`config.mk`:
```
export PLATFORM = sky130hd
export DESIGN_NAME = collision_scheduler
export DESIGN_NICKNAME = d
export VERILOG_FILES = /design/src/rtl/collision_pkg.sv /design/src/rtl/collision_scheduler_rect_overlap_check.sv /design/src/rtl/collision_scheduler.sv
export SDC_FILE = /design/constraint.sdc
export NUM_CORES = 1
export LEC_CHECK = 0
export ABC_CLOCK_PERIOD_IN_PS = 10600
export BUFFER_PORTS_ARGS = -buffer_cell sky130_fd_sc_hd__buf_2
export CAP_MARGIN = 20
export CORE_UTILIZATION = 23
export CTS_CLUSTER_SIZE = 12
export DETAILED_ROUTE_END_ITERATION = 7
export PLACE_DENSITY = 0.41
export SLEW_MARGIN = 20
export SYNTH_ARGS = -nofsm -noshare
export SYNTH_HDL_FRONTEND = slang
export SYNTH_SLANG_ARGS = --single-unit
```
`constraint.sdc`:
```
create_clock -name pixel_clk -period 10.6 [get_ports pixel_clk]
set_input_delay 2.12 -clock pixel_clk [delete_from_list [all_inputs] [get_ports pixel_clk]]
set_output_delay 2.12 -clock pixel_clk [all_outputs]
set_load 0.02 [all_outputs]
```
`src/rtl/collision_pkg.sv`:
```
// Shared types and sizing helpers for the frame collision scheduler.
package collision_pkg;

    localparam int COORD_W_DEF = 10;

    typedef enum logic [2:0] {
        ST_IDLE,
        ST_SNAP,
        ST_CHECK,
        ST_DRAIN,
        ST_DONE
    } state_e;

    function automatic int pair_cnt(input int n_obj, input int n_pad);
        return n_obj * n_pad;
    endfunction

    function automatic int idx_w(input int n);
        return (n > 1) ? $clog2(n) : 1;
    endfunction

endpackage

```
`src/rtl/collision_scheduler_rect_overlap_check.sv`:
```
// Registered single-pair rectangle overlap comparator, one-cycle latency.
// Edges are inclusive; sums carry one extra bit so they never wrap.
module rect_overlap_check
    import collision_pkg::*;
#(
    parameter int COORD_W = COORD_W_DEF
) (
    input  logic               pixel_clk,
    input  logic               reset_n,
    input  logic               valid_in,
    input  logic [COORD_W-1:0] ox,
    input  logic [COORD_W-1:0] oy,
    input  logic [COORD_W-1:0] ow,
    input  logic [COORD_W-1:0] oh,
    input  logic [COORD_W-1:0] px,
    input  logic [COORD_W-1:0] py,
    input  logic [COORD_W-1:0] pw,
    input  logic [COORD_W-1:0] ph,
    output logic               valid_out,
    output logic               hit
);

    logic [COORD_W:0] o_r, o_b, p_r, p_b;
    logic [COORD_W:0] o_l, o_t, p_l, p_t;
    logic             hit_d;
    logic             valid_q, hit_q;

    assign o_l = {1'b0, ox};
    assign o_t = {1'b0, oy};
    assign p_l = {1'b0, px};
    assign p_t = {1'b0, py};
    assign o_r = o_l + {1'b0, ow};
    assign o_b = o_t + {1'b0, oh};
    assign p_r = p_l + {1'b0, pw};
    assign p_b = p_t + {1'b0, ph};

    assign hit_d = (o_l <= p_r) && (o_r >= p_l) &&
                   (o_t <= p_b) && (o_b >= p_t);

    always_ff @(posedge pixel_clk or negedge reset_n) begin
        if (!reset_n) begin
            valid_q <= 1'b0;
            hit_q   <= 1'b0;
        end else begin
            valid_q <= valid_in;
            hit_q   <= valid_in & hit_d;
        end
    end

    assign valid_out = valid_q;
    assign hit       = hit_q;

endmodule

```
`src/rtl/collision_scheduler.sv`:
```
// Per-frame object x paddle collision scan through one shared comparator.
// Define COLLISION_OVERRUN_EN to add the sticky overrun flag.
module collision_scheduler
    import collision_pkg::*;
#(
    parameter int N_OBJ   = 4,
    parameter int N_PAD   = 2,
    parameter int COORD_W = COORD_W_DEF
) (
    input  logic                     pixel_clk,
    input  logic                     reset_n,
    input  logic                     frame_start,
    input  logic [N_OBJ-1:0]         obj_valid,
    input  logic [N_OBJ*COORD_W-1:0] obj_x,
    input  logic [N_OBJ*COORD_W-1:0] obj_y,
    input  logic [N_OBJ*COORD_W-1:0] obj_w,
    input  logic [N_OBJ*COORD_W-1:0] obj_h,
    input  logic [N_PAD*COORD_W-1:0] pad_x,
    input  logic [N_PAD*COORD_W-1:0] pad_y,
    input  logic [N_PAD*COORD_W-1:0] pad_w,
    input  logic [N_PAD*COORD_W-1:0] pad_h,
    output logic                     busy,
    output logic                     done,
    output logic [N_OBJ*N_PAD-1:0]   hit_mask
`ifdef COLLISION_OVERRUN_EN
    ,
    output logic                     overrun
`endif
);

    localparam int P  = pair_cnt(N_OBJ, N_PAD);
    localparam int OW = idx_w(N_OBJ);
    localparam int PW = idx_w(N_PAD);
    localparam logic [OW-1:0] OBJ_LAST = OW'(N_OBJ - 1);
    localparam logic [PW-1:0] PAD_LAST = PW'(N_PAD - 1);

    state_e                   state_q;
    logic [OW-1:0]            obj_idx_q, res_obj_q;
    logic [PW-1:0]            pad_idx_q, res_pad_q;
    logic                     busy_q, done_q;
    logic [P-1:0]             hit_mask_q, scratch_q, mask_upd;

    logic [N_OBJ-1:0]         obj_valid_q;
    logic [N_OBJ*COORD_W-1:0] obj_x_q, obj_y_q, obj_w_q, obj_h_q;
    logic [N_PAD*COORD_W-1:0] pad_x_q, pad_y_q, pad_w_q, pad_h_q;

    logic                     chk_vin, chk_vout, chk_hit;
    logic [COORD_W-1:0]       s_ox, s_oy, s_ow, s_oh;
    logic [COORD_W-1:0]       s_px, s_py, s_pw, s_ph;

    // The scan reads only this snapshot, so inputs may move mid-scan.
    always_ff @(posedge pixel_clk or negedge reset_n) begin
        if (!reset_n) begin
            obj_valid_q <= '0;
            obj_x_q     <= '0;
            obj_y_q     <= '0;
            obj_w_q     <= '0;
            obj_h_q     <= '0;
            pad_x_q     <= '0;
            pad_y_q     <= '0;
            pad_w_q     <= '0;
            pad_h_q     <= '0;
        end else if (state_q == ST_SNAP) begin
            obj_valid_q <= obj_valid;
            obj_x_q     <= obj_x;
            obj_y_q     <= obj_y;
            obj_w_q     <= obj_w;
            obj_h_q     <= obj_h;
            pad_x_q     <= pad_x;
            pad_y_q     <= pad_y;
            pad_w_q     <= pad_w;
            pad_h_q     <= pad_h;
        end
    end

    assign chk_vin = (state_q == ST_CHECK);
    assign s_ox = obj_x_q[int'(obj_idx_q)*COORD_W +: COORD_W];
    assign s_oy = obj_y_q[int'(obj_idx_q)*COORD_W +: COORD_W];
    assign s_ow = obj_w_q[int'(obj_idx_q)*COORD_W +: COORD_W];
    assign s_oh = obj_h_q[int'(obj_idx_q)*COORD_W +: COORD_W];
    assign s_px = pad_x_q[int'(pad_idx_q)*COORD_W +: COORD_W];
    assign s_py = pad_y_q[int'(pad_idx_q)*COORD_W +: COORD_W];
    assign s_pw = pad_w_q[int'(pad_idx_q)*COORD_W +: COORD_W];
    assign s_ph = pad_h_q[int'(pad_idx_q)*COORD_W +: COORD_W];

    rect_overlap_check #(
        .COORD_W (COORD_W)
    ) u_chk (
        .pixel_clk (pixel_clk),
        .reset_n   (reset_n),
        .valid_in  (chk_vin),
        .ox        (s_ox),
        .oy        (s_oy),
        .ow        (s_ow),
        .oh        (s_oh),
        .px        (s_px),
        .py        (s_py),
        .pw        (s_pw),
        .ph        (s_ph),
        .valid_out (chk_vout),
        .hit       (chk_hit)
    );

    // Index of the pair whose result the checker is presenting now.
    always_ff @(posedge pixel_clk or negedge reset_n) begin
        if (!reset_n) begin
            res_obj_q <= '0;
            res_pad_q <= '0;
        end else if (chk_vin) begin
            res_obj_q <= obj_idx_q;
            res_pad_q <= pad_idx_q;
        end
    end

    always_comb begin
        mask_upd = scratch_q;
        if (chk_vout) begin
            mask_upd[int'(res_obj_q)*N_PAD + int'(res_pad_q)] =
                chk_hit & obj_valid_q[res_obj_q];
        end
    end

    always_ff @(posedge pixel_clk or negedge reset_n) begin
        if (!reset_n) begin
            state_q    <= ST_IDLE;
            obj_idx_q  <= '0;
            pad_idx_q  <= '0;
            busy_q     <= 1'b0;
            done_q     <= 1'b0;
            hit_mask_q <= '0;
            scratch_q  <= '0;
        end else begin
            done_q    <= 1'b0;
            scratch_q <= mask_upd;
            unique case (state_q)
                ST_IDLE: begin
                    if (frame_start) begin
                        state_q <= ST_SNAP;
                        busy_q  <= 1'b1;
                    end
                end
                ST_SNAP: begin
                    scratch_q <= '0;
                    obj_idx_q <= '0;
                    pad_idx_q <= '0;
                    state_q   <= ST_CHECK;
                end
                ST_CHECK: begin
                    if (pad_idx_q == PAD_LAST) begin
                        pad_idx_q <= '0;
                        if (obj_idx_q == OBJ_LAST) begin
                            obj_idx_q <= '0;
                            state_q   <= ST_DRAIN;
                        end else begin
                            obj_idx_q <= obj_idx_q + OW'(1);
                        end
                    end else begin
                        pad_idx_q <= pad_idx_q + PW'(1);
                    end
                end
                // Final result lands here; publish it with the done pulse.
                ST_DRAIN: begin
                    hit_mask_q <= mask_upd;
                    done_q     <= 1'b1;
                    state_q    <= ST_DONE;
                end
                ST_DONE: begin
                    busy_q  <= 1'b0;
                    state_q <= ST_IDLE;
                end
                default: begin
                    busy_q  <= 1'b0;
                    state_q <= ST_IDLE;
                end
            endcase
        end
    end

    assign busy     = busy_q;
    assign done     = done_q;
    assign hit_mask = hit_mask_q;

`ifdef COLLISION_OVERRUN_EN
    logic overrun_q;

    always_ff @(posedge pixel_clk or negedge reset_n) begin
        if (!reset_n) begin
            overrun_q <= 1'b0;
        end else if (frame_start && busy_q) begin
            overrun_q <= 1'b1;
        end
    end

    assign overrun = overrun_q;
`endif

endmodule

```
# [After elaboration in Yosys (flattened, before gate mapping)]
# Index checks and enable logic that the tools add are counted.
[totals] ff_bits=273 inputBits=247 out_inout_bits=10
[op_classes] addsub=7 multipliers=2 magnitude_cmp=7 n_eq_ne=7 n_shift=8 muxes=19 n_bitwise=3 n_reduce_logical=10
[op_table] operator="variable part select 40 x 32 -> 10 bit" n=3
[op_table] operator="variable part select 20 x 32 -> 10 bit" n=3
[op_table] operator="adder 10 x 10 -> 11 bit" n=4
[op_table] operator="variable part select 40 x 7 -> 10 bit" n=1
[op_table] operator=">= comparator 11 x 10 -> 1 bit" n=2
[op_table] operator="less-or-equal comparator 10 x 11 -> 1 bit" n=2
[op_table] operator="variable part select 20 x 6 -> 10 bit" n=1
[op_table] operator="2-to-1 mux 8 bit" n=2
[op_table] operator="one-hot mux 3 bit (4 select lines)" n=1
[op_table] operator="2-to-1 mux 3 bit" n=3
[op_table] operator="bitwise mux 8 bit" n=1
[op_table] operator="== test 3 x 2 -> 1 bit, second input constant" n=2
[op_table] operator="inequality test 2 bit, second input constant" n=3
[op_table] operator="multiplier 2 x 3 -> 5 bit, second input constant" n=1
[op_table] operator="2-to-1 mux 1 bit" n=5
[op_table] operator="adder 3 x 1 -> 4 bit" n=1
[op_table] operator=">= comparator 4 x 1 -> 1 bit, second input constant" n=1
[op_table] operator="logical AND 1 bit" n=4
[op_table] operator="less-than comparator 4 bit, second input constant" n=1
[op_table] operator="multiplier 1 x 3 -> 4 bit, second input constant" n=1
[op_table] operator="2-to-1 mux 2 bit" n=2
[op_table] operator="one-hot mux 1 bit (2 select lines)" n=2
[op_table] operator="one-hot mux 2 bit (2 select lines)" n=1
[op_table] operator="AND reduction 2 bit" n=2
[op_table] operator="13 further kinds" n=14

# [Longest topological paths before layout]
[logic_depth] depth_word=8 mapped_depth=19 mapped_depth_nobuf=17

# [By module]
# A second synthesis with hierarchy kept.
[hier_totals] hier_cells=1033 area_unflattened_um2=15016.9
[by_module_without_submodules] module="collision_scheduler" instances=1 cells_each=712 area_per_inst_um2=12441.9 seq_area_each_um2=6781.5
[by_module_without_submodules] module="rect_overlap_check" instances=1 cells_each=321 area_per_inst_um2=2575.0 seq_area_each_um2=50.0

# [Worst setup path after synthesis]
# No wires, ideal clock.
[synth_path] path_kind="reg2reg" startpoint="reg pad_idx_q" endpoint="reg u_chk.hit_q (netlist: u_chk.hit)" setup_ns=0.137 t_arrival_ns=4.000 t_required_ns=10.463 setup_slack_ns=6.462 stages_incl_launch_ff=20 synth_period_minus_slack_ns=4.138 path_cell_list="dfrtp_1 > clkbuf_1 > buf_1 > mux2i_1 > inv_1 > ha_1 > a21o_1 > a21oi_2 > o21ai_1 > or4_1 > a31o_1 > a21oi_2 > xor2_1 > ha_1 > nand3_1 > nor3_1 > a211oi_1 > o21ai_0 > a211oi_1 > nor4_1"
[synth_between] elab_chain_len=8 elab_cells_between_ends=15 cone_classes="add/sub: 2; mul: 1; order compare: 4; shift: 4; bitwise: 1; reduce/logical: 3"
[synth_rtl] element="start, declared" line="collision_scheduler.sv:39" source="logic [PW-1:0] pad_idx_q, res_pad_q;"
[synth_rtl] element="start signal, assigned" line="collision_scheduler.sv:158" source="pad_idx_q <= pad_idx_q + PW'(1);"
[synth_rtl] element="multiplier 1 x 3 -> 4 bit *"
[synth_rtl] element="variable part select 20 x 32 -> 10 bit, on equally long branches" line="collision_scheduler.sv:81, collision_scheduler.sv:83"
[synth_rtl] element="adder 10 x 10 -> 11 bit" line="collision_scheduler_rect_overlap_check.sv:34" source="assign p_r = p_l + {1'b0, pw};"
[synth_rtl] element="less-or-equal comparator 10 x 11 -> 1 bit" line="collision_scheduler_rect_overlap_check.sv:37" source="assign hit_d = (o_l <= p_r) && (o_r >= p_l) &&"
[synth_rtl] element="logical AND 1 bit (2 in series)" line="collision_scheduler_rect_overlap_check.sv:37"
[synth_rtl] element="logical AND 1 bit *" line="collision_scheduler_rect_overlap_check.sv:38" source="(o_t <= p_b) && (o_b >= p_t);"
[synth_rtl] element="bitwise AND 1 bit *" line="collision_scheduler_rect_overlap_check.sv:46" source="hit_q <= valid_in & hit_d;"
[synth_rtl] element="end signal, assigned" line="collision_scheduler_rect_overlap_check.sv:46"
[synth_rtl] element="end, declared" line="collision_scheduler_rect_overlap_check.sv:26" source="logic valid_q, hit_q;"
# Every way passes the cells marked *; elsewhere a longest branch is shown, timed or not.
# A chain may end at the register's enable or synchronous reset.

# [Final worst setup path]
[layout_path] startpoint="reg obj_idx_q[0]" endpoint="reg u_chk.hit_q (netlist: u_chk.hit)"
[layout_between] elab_chain_len=8 elab_cells_between_ends=15 cone_classes="add/sub: 2; mul: 1; order compare: 4; shift: 4; bitwise: 1; reduce/logical: 3"
[layout_rtl] element="start, declared" line="collision_scheduler.sv:38" source="logic [OW-1:0] obj_idx_q, res_obj_q;"
[layout_rtl] element="start signal, assigned" line="collision_scheduler.sv:155" source="obj_idx_q <= obj_idx_q + OW'(1);"
[layout_rtl] element="multiplier 2 x 3 -> 5 bit *"
[layout_rtl] element="variable part select 40 x 32 -> 10 bit, on equally long branches" line="collision_scheduler.sv:77, collision_scheduler.sv:79"
[layout_rtl] element="adder 10 x 10 -> 11 bit" line="collision_scheduler_rect_overlap_check.sv:32" source="assign o_r = o_l + {1'b0, ow};"
[layout_rtl] element=">= comparator 11 x 10 -> 1 bit" line="collision_scheduler_rect_overlap_check.sv:37"
[layout_rtl] element="logical AND 1 bit (2 in series)" line="collision_scheduler_rect_overlap_check.sv:37"
[layout_rtl] element="logical AND 1 bit *" line="collision_scheduler_rect_overlap_check.sv:38"
[layout_rtl] element="bitwise AND 1 bit *" line="collision_scheduler_rect_overlap_check.sv:46"
# Marked as above.

==> results.cfg <==
[outcome]
outcome = complete, no violations

[die]
start_util = 0.2326
coreArea_mm2 = 0.06036
dieArea_mm2 = 0.06205
fp.dieH_um = 249.1
ios = 257
die_w_um = 249.1
rows = 90

[global_route]
grt.overflow.total = 0
grt_pass1_vias = 11466
grt.total_usage = 0.1411
grt_start_max_net_pins = 207
grt_pass1_wl_um = 67460
grt_antenna_before_repair = 0

[synthesis]
avgSynthCellArea_um2 = 9.071
yosysWarnings = 0
synth_area_mm2 = 0.01404
synth_ff_type = dfrtp_1
synth_fa_ha_area_frac = 0.07788
synth_top_family_by_area = simple AND/OR/NAND/NOR gates
seq_area_frac_synth = 0.4865
ys_ff_latch = 273
syn_nets = 1880
synth-xor-area-share = 0.01622
async_flop_share = 1.000
synth_edf_count = 0
synthMuxAreaShare = 0.1018
synth-simple-area-share = 0.2368
synthDistinctLibCells = 48
synth-compound-area-share = 0.04927
synthCells = 1548

[timing]
rsz0062_at_grt = no
final_hold_viol_count = 0
period_needed_ns = 4.818
setup_viol = 0
slew_headroom = 0.3358
fin_setup_tns_ns = 0
fin_skew_ns = 0.01520
report.final.slew_viol_count = 0
period_share = 0.4545
clock.fmax_ghz = 0.2076
worst_slew_pin_slew_ns = 0.9962

[cts]
clkTransAtPathRegs_ns = 0.06
ctsHoldBuffers = 0
clock_path_buffers = 3
cts_root_buf = clkbuf_16
cts_tree = yes
cts.sink_count = 273
numCtsBuffers = 36
post_cts_buffers = 0
clock_latency_ns = 0.55
cts_resized = 0
h-tree-depth = 2

[power_and_ir_drop]
cellPowerDensity_mw_per_mm2 = 402.8
p_leak_nw = 9.046
peakVddDrop_v = 0.0001448

[finish]
fin_cells = 2584
regArea_mm2 = 0.006838
syn2layout_area_growth_pct = 23.42
drive_gt1_frac = 0.2192
num_antenna_cells = 0
nets = 2109
fillers = 6508
multi_input_area_mm2 = 0.006779

[place]
dp_hpwl_um = 31350
gp_congestion = 0.7637
numPortBuffers = 256
numPlacedInstances = 2521

[worst_setup_path]
cpLargestDelayFamily = compound AO/OA/AOI/OAI gates
cp_slowest_cell = a2111oi_0
cp_num_buf_inv = 2
crit_required_ns = 10.99
crit_start = obj_idx_q[0]
crit_path_end_kind = flop
startpoint_type = flop
cp_common_cell = ha_1
worst-setup-path-type = reg2reg
crit_fanout = 30
cpPeakStageDelay_ns = 0.66
worstPathArrival_ns = 5.21
timing.rr.start = obj_idx_q[0]
crit_chain = buf_4 -> mux4_2 -> ha_1 -> inv_1 -> fa_1 -> nor2b_1 -> o31a_1 -> o21a_1 -> nor2_1 -> xnor2_1 -> ha_1 -> a21o_1 -> a211oi_1 -> a21oi_1 -> a2111oi_0 -> nor4_1

[routing]
postRouteAntennaNets = 0
routed_wl_um = 43500
drt_first_pass_iters = 5
remaining_drc_errors = 0
via_count = 10979
drtIter0Drc = 599
wire_per_inst_um = 16.84
via_per_inst = 4.249

[min_path]
min_path_type = reg2reg
worstHoldStart = obj_w_q[10]

[run]
maxCapViolations = 0
## worst paths after layout
path                       slack, ns  cells after the start            to
setup / recovery                5.78                     16     u_chk.hit
hold / removal                  0.47                      2   obj_w_q[10]
setup reg to reg                5.78                     16     u_chk.hit
hold reg to reg                 0.47                      2   obj_w_q[10]
max in group asynchronous       7.48                      2  obj_idx_q[0]
min in group asynchronous       1.69                      1   pad_h_q[17]
## registers in the layout, indices dropped and copies added, names as in the netlist
name	count
busy	1
done	1
hit_mask	8
obj_h_q	40
obj_idx_q	2
obj_valid_q	4
obj_w_q	40
obj_x_q	40
obj_y_q	40
pad_h_q	20
pad_idx_q	1
pad_w_q	20
pad_x_q	20
pad_y_q	20
res_obj_q	2
res_pad_q	1
scratch_q	8
state_q	3
u_chk.hit	1
u_chk.valid_out	1
## power by group
group / internal [W] / switching [W]
registers: 0.00153 / 0.000298
logic: 0.00167 / 0.00223
clock network: 0.000766 / 0.000489
## metal layers
| layer | track usage | share of wire | vias up |
|---|---|---|---|
| li1 | - | - | 5483 |
| met1 | 0.2162 | 0.53 | 5229 |
| met2 | 0.2033 | 0.42 | 225 |
| met4 | 0.03192 | 0.016 | 0 |
| met5 | 0 | 0 | - |
| met3 | 0.02571 | 0.042 | 42 |
## tightest hold or removal path, cell delays in order (launching register included)
cell and delay [ns]:
dfrtp_1 0.34, nand2_1 0.05, nand2_1 0.05
## placed cells by master, fill, tap and decap left out, types with 7 or more instances in the layout
cell / Yosys / final
nand2b_1: 7 / 7
mux2_2: 20 / 20
nor2_1: 31 / 31
nand2_1: 768 / 768
xnor2_1: 16 / 16
nor2b_1: 9 / 9
a21o_1: 11 / 11
mux2i_1: 28 / 28
dfrtp_1: 273 / 270
buf_2: 6 / 255
xor2_1: 10 / 10
inv_1: 42 / 42
clkbuf_16: 0 / 37
clkinv_2: 0 / 7
a21oi_1: 21 / 21
mux4_2: 41 / 41
a211oi_1: 8 / 8
o21a_1: 8 / 8
ha_1: 81 / 81
o21ai_0: 31 / 31
nand3_1: 9 / 9
## synth_stat cells, drive strengths merged, types with 8 or more instances
master  number  area [µm²]
nand3        9       45.04
o21ai       34       170.2
a21o        11       82.58
mux2        20       225.2
dfrtp      273        6832
ha          81        1013
clkbuf      67       251.5
a211oi       8       60.06
o21a         8       60.06
nor2b        9       56.30
xor2        10       87.58
a21oi       25       140.1
nor2        31       116.4
inv         42       157.7
nand2      768        2883
xnor2       16       140.1
mux2i       28       280.3
mux4        41       923.4
## cell families (layout without fill, tap and decap cells)
group,Yosys count,after routing
flops,273,273
buf+inv,116,370
fa+ha+maj,85,85
simple gates,851,851
xor+xnor,26,26
compound gates,108,108
mux,89,89
## area by class of cell
cell class	count	area share
well taps	782	0.05645
flip-flops and latches	273	0.3945
clock inverters	16	0.01133
multi-input cells	1159	0.3911
clock buffers	47	0.05790
inverters	42	0.009096
repair buffers	265	0.07956
## through the flow
step	setup slack (ns)	power [W]	utilization	hold WS (ns)	cell area, µm²
4_1_cts	5.526	0.007118	0.2870	0.4713	17320
3_3_place_gp	5.641	0.005718	0.2671	0.4523	16120
3_5_place_dp	5.544	0.005797	0.2671	0.4567	16120
6_report	5.783	0.006981	0.2871	0.4663	17330
5_1_grt	5.360	0.007730	0.2871	0.4849	17330
2_1_floorplan	6.462	0.004639	-	0.4401	14040
Power figures use the tool's default switching activity.
